==> src/rtl/vball_pkg.sv <==
// rtl/vball_pkg.sv - sprite RAM depth, sprite byte offsets and copy FSM encoding
package vball_pkg;

    localparam int SPR_RAM_DEPTH = 256;

    localparam int SPR_OFS_Y    = 0;
    localparam int SPR_OFS_ATTR = 1;
    localparam int SPR_OFS_ID   = 2;
    localparam int SPR_OFS_X    = 3;

    typedef enum logic [0:0] {
        ST_IDLE = 1'b0,
        ST_COPY = 1'b1
    } spr_state_e;

endpackage

==> src/rtl/vball_spr_dpram.sv <==
// rtl/vball_spr_dpram.sv - byte RAM with one sync write, one async read and one registered read port
module vball_spr_dpram
    import vball_pkg::*;
#(
    parameter int DEPTH = SPR_RAM_DEPTH,
    parameter int AW    = $clog2(DEPTH)
) (
    input  logic          i_clk,
    input  logic          i_rst_n,
    input  logic          i_we,
    input  logic [AW-1:0] i_waddr,
    input  logic [7:0]    i_wdata,
    input  logic [AW-1:0] i_araddr,
    output logic [7:0]    o_ardata,
    input  logic [AW-1:0] i_sraddr,
    output logic [7:0]    o_srdata
);

    logic [7:0] r_mem [DEPTH];
    logic [7:0] r_srdata;

    // Contents are deliberately never reset.
    always_ff @(posedge i_clk) begin
        if (i_we) begin
            r_mem[i_waddr] <= i_wdata;
        end
    end

    // Registered read samples the array before this edge's write lands.
    always_ff @(posedge i_clk or negedge i_rst_n) begin
        if (!i_rst_n) begin
            r_srdata <= 8'h00;
        end else begin
            r_srdata <= r_mem[i_sraddr];
        end
    end

    assign o_ardata = r_mem[i_araddr];
    assign o_srdata = r_srdata;

endmodule

==> src/rtl/vball_sprite_ram.sv <==
// rtl/vball_sprite_ram.sv - double-buffered sprite RAM with vblank-triggered work-to-display copy
module vball_sprite_ram
    import vball_pkg::*;
#(
    parameter int DEPTH = SPR_RAM_DEPTH,
    parameter int AW    = $clog2(DEPTH)
) (
    input  logic          clk_sys,
    input  logic          reset_n,
    input  logic [AW-1:0] cpu_addr,
    input  logic [7:0]    cpu_din,
    input  logic          cpu_we,
    output logic [7:0]    cpu_dout,
    input  logic          dma_en,
    input  logic          vblank,
    input  logic [AW-1:0] sma,
    output logic [7:0]    smd,
    output logic          dma_busy,
    output logic          dma_done
);

    localparam logic [AW-1:0] LAST = AW'(DEPTH - 1);

    spr_state_e    r_state;
    logic [AW-1:0] r_cnt;
    logic          r_vbl_q;
    logic          r_busy;
    logic          r_done;
    logic [7:0]    w_work_copy;
    logic [7:0]    w_disp_sync_unused;
    logic          w_copy_we;

    assign w_copy_we = (r_state == ST_COPY);

    // vbl_q resets high so a release inside vblank is not seen as a rising edge.
    always_ff @(posedge clk_sys or negedge reset_n) begin
        if (!reset_n) begin
            r_state <= ST_IDLE;
            r_cnt   <= '0;
            r_vbl_q <= 1'b1;
            r_busy  <= 1'b0;
            r_done  <= 1'b0;
        end else begin
            r_vbl_q <= vblank;
            r_done  <= 1'b0;
            case (r_state)
                ST_IDLE: begin
                    if (vblank && !r_vbl_q && dma_en) begin
                        r_state <= ST_COPY;
                        r_cnt   <= '0;
                        r_busy  <= 1'b1;
                    end
                end
                ST_COPY: begin
                    r_cnt <= r_cnt + 1'b1;
                    if (r_cnt == LAST) begin
                        r_state <= ST_IDLE;
                        r_busy  <= 1'b0;
                        r_done  <= 1'b1;
                    end
                end
                default: r_state <= ST_IDLE;
            endcase
        end
    end

    // Copy source is the async port, so a same-cycle CPU write is not seen by the copy.
    vball_spr_dpram #(.DEPTH(DEPTH), .AW(AW)) u_work (
        .i_clk    (clk_sys),
        .i_rst_n  (reset_n),
        .i_we     (cpu_we),
        .i_waddr  (cpu_addr),
        .i_wdata  (cpu_din),
        .i_araddr (r_cnt),
        .o_ardata (w_work_copy),
        .i_sraddr (cpu_addr),
        .o_srdata (cpu_dout)
    );

    vball_spr_dpram #(.DEPTH(DEPTH), .AW(AW)) u_display (
        .i_clk    (clk_sys),
        .i_rst_n  (reset_n),
        .i_we     (w_copy_we),
        .i_waddr  (r_cnt),
        .i_wdata  (w_work_copy),
        .i_araddr (sma),
        .o_ardata (smd),
        .i_sraddr (sma),
        .o_srdata (w_disp_sync_unused)
    );

    assign dma_busy = r_busy;
    assign dma_done = r_done;

endmodule
==> config.mk <==
export PLATFORM = sky130hd
export DESIGN_NAME = vball_sprite_ram
export DESIGN_NICKNAME = d
export VERILOG_FILES = /design/src/rtl/vball_pkg.sv /design/src/rtl/vball_spr_dpram.sv /design/src/rtl/vball_sprite_ram.sv
export SDC_FILE = /design/constraint.sdc
export NUM_CORES = 2
export LEC_CHECK = 0
export BUFFER_PORTS_ARGS = -buffer_cell sky130_fd_sc_hd__clkbuf_2
export CAP_MARGIN = 20
export CORE_MARGIN = 2
export CORE_UTILIZATION = 64
export CTS_CLUSTER_SIZE = 16
export DETAILED_ROUTE_END_ITERATION = 10
export HOLD_SLACK_MARGIN = 0.02
export PLACE_DENSITY = 0.82
export SLEW_MARGIN = 20
export SYNTH_ARGS = -nofsm -noshare
export SYNTH_HDL_FRONTEND = slang
export SYNTH_SLANG_ARGS = --single-unit
==> constraint.sdc <==
create_clock -name clk_sys -period 10.96 [get_ports clk_sys]
set_input_delay 1.096 -clock clk_sys [delete_from_list [all_inputs] [get_ports clk_sys]]
set_output_delay 1.096 -clock clk_sys [all_outputs]
set_load 0.005 [all_outputs]
# [Word level (Yosys, flattened, before mapping)]
# Memories as Yosys holds them, arrays and structs flattened. A register that Yosys moved wholly into a read port is not among the register bits.
# Cells that the tools add are included.
[word_totals] ff_bits=12 mem_bits_rw=4096 in_bits=29 out_inout_bits=18 elab_cells=31 memories=2
[mem_list] memory="u_display.r_mem" depth=256 width=8 read_ports=1 rd_clocked_by_memory_dff=0 write_ports=1 line_no="vball_spr_dpram.sv:19" source="logic [7:0] r_mem [DEPTH];"
[mem_list] memory="u_work.r_mem" depth=256 width=8 read_ports=2 rd_clocked_by_memory_dff=1 write_ports=1 line_no="vball_spr_dpram.sv:19"
[op_classes] addsub=1 eq_ne=3 muxes=14 n_bitwise=1 n_reduce_logical=5
[ops] op="$pmux W8 S2" count=1
[ops] op="$mux W1" count=10
[ops] op="$add A8 B1 Y8 const B" count=1
[ops] op="$eq A8 B8 Y1 const B" count=1
[ops] op="$mux W8" count=1
[ops] op="$pmux W1 S2" count=2
[ops] op="$logic_and A1 B1 Y1" count=2
[ops] op="$logic_not A1 Y1" count=2
[ops] op="$ne A2 B1 Y1 const B" count=1
[ops] op="$ne A2 B2 Y1 const B" count=1
[ops] op="$reduce_and A2 Y1" count=1
[ops] op="$not A1 Y1" count=1

# [Depth between registers and ports, before layout]
[depth] depth_word=5 mapped_depth=13 mapped_depth_nobuf=6

# [Modules after synthesis]
# A second synthesis with hierarchy kept.
[hier_totals] hier_cells=10233 hier_area_um2=193640.7
[by_module_without_submodules] mod="vball_spr_dpram" instances=2 cells_each=5094 area_per_inst_um2=96572.6 seq_area_each_um2=61699.2
[by_module_without_submodules] mod="vball_sprite_ram" instances=1 cells_each=45 area_per_inst_um2=495.5 seq_area_each_um2=301.5

# [Least setup slack after synthesis]
# OpenSTA, ideal clock, no wires.
[synth_timing] kind="reg2reg" startpoint="register r_cnt[0]" endpoint="memory u_display.r_mem[0][6] (data pin)" setup_ps=1794 arrival_ps=6451 required_ps=9166 path_slack_ps=2715 path_stages_with_launch=10 n_path_buf=5 period_less_slack_ps=8245 path_cell_list="dfrtp_1 -> buf_6 -> buf_6 -> buf_6 -> buf_2 -> buf_2 -> mux4_2 -> mux4_2 -> a22oi_1 -> nand4_1"
[synth_between] elab_chain_len=1
[synth_rtl] item="start: declaration" line_no="vball_sprite_ram.sv:25" source="logic [AW-1:0] r_cnt;"
[synth_rtl] item="start signal: assignment" line_no="vball_sprite_ram.sv:55" source="r_cnt <= r_cnt + 1'b1;"
[synth_rtl] item="$mem_v2 Z256 W8"
[synth_rtl] item="net u_display.i_wdata[6]" line_no="vball_spr_dpram.sv:12" source="input logic [7:0] i_wdata,"
[synth_rtl] item="end: declaration" line_no="vball_spr_dpram.sv:19"
# The timed path passes the listed nets, and every way through them passes these cells.

# [Worst setup path in the final report]
[layout_timing] startpoint="register r_cnt[0]" endpoint="memory u_display.r_mem[69][6] (data pin)"
# The elaborated chain is that of the path after synthesis.

==> flow_summary.rst <==
.. list-table::
   :header-rows: 1

   * - Metric
     - Value
   * - Number of cells upsized or downsized after cts
     - 0
   * - Final core utilization
     - 0.704
   * - Category of the critical setup timing path
     - register to register
   * - # placed instances
     - about 12000
   * - Fraction of the yosys area taken by sequential cells
     - 0.703
   * - Kind of path behind the tightest hold check
     - primary input to asynchronous set/reset pin
   * - Mapped Area
     - approximately 180000 um2
   * - Worst slack at placement
     - roughly 4300 ps
   * - Layout-stage area growth over the synthesis result
     - 9.51%
   * - Areal power density over the cells
     - about 250 nW/um2
   * - Remaining global-route overflow
     - 0
   * - ANT nets after route
     - 0
   * - Number of buffers inserted during clock tree synthesis
     - roughly 400
   * - Half-perimeter wire length of the detailed placement result
     - between 300 and 400 mm
   * - Biggest fanout along the worst timing path
     - 89
   * - Register bit count reported by yosys
     - approximately 4100
   * - Total nets after synthesis
     - between 8000 and 9000
   * - Synth cell types
     - between 60 and 70
   * - Max Clock Freq
     - approximately 0.14 GHz
   * - Ports
     - 47
   * - Setup Fix Bufs, Post-CTS
     - 0
   * - Depth of the worst register-to-register path
     - 10
   * - Setup TNS
     - 0 ps
   * - Clock latency reported for the late side of the worst-skew pair
     - approximately 990 ps
   * - Average instance area after synthesis
     - about 21 um2
   * - Final critical delay including setup and external delays
     - approximately 7300 ps
   * - Number of buffer cells added on primary ports
     - 46
   * - Die area
     - between 200000 and 300000 um2
   * - Reported leakage power
     - 59.5 nW
   * - CP Capture Type
     - register
   * - Average vias per placed instance
     - 8.05
   * - Number of standard-cell rows in the floorplan
     - between 150 and 200
   * - Number of enable flip-flop cells after synthesis
     - between 4000 and 5000
   * - Setup repair after global routing missed its margin
     - no
   * - Most used flip-flop cell after synthesis
     - edfxtp_1
   * - Maximum number of pins on one net before global-route repair
     - ~190
   * - Combined global-route utilization of all metal layers
     - 0.390
   * - Post-route clock skew
     - 60.3 ps
   * - Root Driver
     - clkbuf_16
   * - Number of hold buffers added after CTS
     - 0
   * - Fraction of registers with async set/reset
     - 0.00486
   * - 1st-iter DRT viols
     - roughly 19000
   * - Die Span X
     - approximately 530 um
   * - IR drop worst, VDD
     - roughly 530 uV
   * - CTS Sinks
     - about 4100
   * - Max-cap violation count
     - 0
   * - Residual DRC
     - 0
   * - Setup violators final
     - 0
   * - Transition at the pin with the smallest max-transition slack
     - approximately 1400 ps
   * - Placeable core region
     - between 200000 and 300000 um2
   * - Global-route wire length before repair
     - roughly 760 mm
   * - Startpoint Class
     - register
   * - Final Instance Count excl. Fillers
     - ~12000
   * - Startpoint of the worst register-to-register path
     - r_cnt[0]
   * - Maximum clock path buffer count
     - 4
   * - Final critical-path setup slack
     - ~3700 ps
   * - Pre-antenna DRT Iters
     - 7
   * - Total number of H-tree levels
     - 5
   * - Reg clk slew, reported paths
     - about 60 ps
   * - Via count of the first global-routing pass
     - 98247
   * - Initial core utilization
     - 0.643
   * - Via count
     - just under 100k
   * - Wire length per cell
     - between 40 and 50 um
   * - Status
     - finished clean
   * - Commonest non-fill, non-tap cells in the layout
     - edfxtp_1, mux4_2, nor2_1
   * - Most common cell after layout, fill and taps aside
     - edfxtp_1
   * - Endpoint required time on the critical path
     - between 10000 and 15000 ps
   * - Gpl congestion
     - 1.05
   * - Initial antenna violation count
     - between 50 and 60
   * - Fin. max-slew vios
     - 0
   * - Relative slew margins
     - 0.0965
   * - Net count of the finished layout
     - 8428
   * - Final-layout worst hold slack
     - between 200 and 250 ps
   * - Number of hold violations in the final report
     - 0
   * - Summed area of non-filler cells in the final layout
     - slightly below 200000 um2
   * - Post-layout power
     - ~48 mW
   * - Total length of routed wires
     - roughly 540 mm
   * - Timing startpoint of the critical path
     - r_cnt[0]
   * - Fraction of layout cells with a size suffix above 1
     - 0.292
   * - Die Y-Extent
     - approximately 530 um
   * - Cells after Synth
     - ~8400
   * - Post-route clock period utilization
     - 0.662
   * - Clock tree from TritonCTS
     - yes
   * - Arrival time of the worst setup path
     - between 7000 and 8000 ps
   * - Number of warning messages in the yosys log
     - 0
   * - DP Area
     - ~180000 um2
[cell families (layout without fill, tap and decap cells)]
logic type,Yosys count,in the layout,share of synthesized area
adder cells (fa/ha/maj),4,4,0.000285
buffers and inverters,625,991,0.0183
other,0,42,0
AO/OA/AOI/OAI,602,602,0.0255
AND/OR/NAND/NOR,1016,1016,0.0254
multiplexers,1991,1991,0.228
flip-flops,4116,4116,0.703
[report_power, final]
group,total [mW],switching (mW),internal (mW),leakage [nW]
registers,22.2,0.243,21.9,37.1
clock network,13.9,6.05,7.82,6.28
logic,12.5,9.23,3.24,16.1
[per-layer routing]
layer,up-vias,track usage,routed length [um]
met1,50619,0.476,161000
li1,36038,-,-
met4,42,0.272,47500
met3,2367,0.139,80700
met5,-,0.00727,421
met2,10405,0.586,248000
[worst max-delay path, cell delays in order (launching register included)]
cell and delay, ps:
dfrtp_4 920, buf_12 590, buf_4 700, mux4_2 600
mux4_2 470, a22oi_1 950, and4_1 330, nand4_1 320
buf_4 550, buf_4 510, buf_4 510
[final cells by class]
type | count | area [um2]
Sequential cell | 4116 | 124000
Multi-Input combinational cell | 3613 | 49300
Timing Repair Buffer | 253 | 2180
Antenna cell | 42 | 105
Fill cell | 15029 | 80900
Tap cell | 3589 | 4490
Clock inverter | 232 | 2260
Clock buffer | 494 | 10600
Inverter | 12 | 55.1
[final timing paths]
check | to | slack, ps
max | u_display.r_mem[69][6] | 3700
min | u_work.o_srdata[3] | 210
max reg2reg | u_display.r_mem[69][6] | 3700
min reg2reg | r_cnt[6] | 740
max in group asynchronous | r_cnt[3] | 10230
min in group clk_sys | r_vbl_q | 330
[flip-flops by register name, indices dropped and copies added (netlist names)]
| signal | flops |
|---|---|
| dma_busy | 1 |
| dma_done | 1 |
| r_cnt | 8 |
| r_state | 1 |
| r_vbl_q | 1 |
| u_display.r_mem | 2048 |
| u_work.o_srdata | 8 |
| u_work.r_mem | 2048 |
[Yosys cell counts, types with 26 or more instances]
| library cell | number | share of area |
|---|---|---|
| edfxtp_1 | 4096 | 0.70 |
| mux4_2 | 1602 | 0.21 |
| nor2_1 | 568 | 0.012 |
| mux2i_1 | 350 | 0.020 |
| clkbuf_1 | 251 | 0.0054 |
| nand2_1 | 159 | 0.0034 |
| buf_2 | 156 | 0.0044 |
| a22oi_1 | 138 | 0.0059 |
| o221ai_1 | 123 | 0.0061 |
| buf_4 | 80 | 0.0034 |
| buf_1 | 77 | 0.0016 |
| nand3_1 | 76 | 0.0022 |
| o22ai_1 | 76 | 0.0027 |
| a21oi_1 | 74 | 0.0021 |
| a211oi_1 | 51 | 0.0022 |
| nor2b_1 | 50 | 0.0018 |
| buf_6 | 47 | 0.0030 |
| nor3_1 | 41 | 0.0012 |
| mux2_2 | 39 | 0.0025 |
| nor4_1 | 29 | 0.0010 |
| a22o_1 | 26 | 0.0013 |
| nand2b_1 | 26 | 0.00093 |
(Power assumes the default switching activity.)
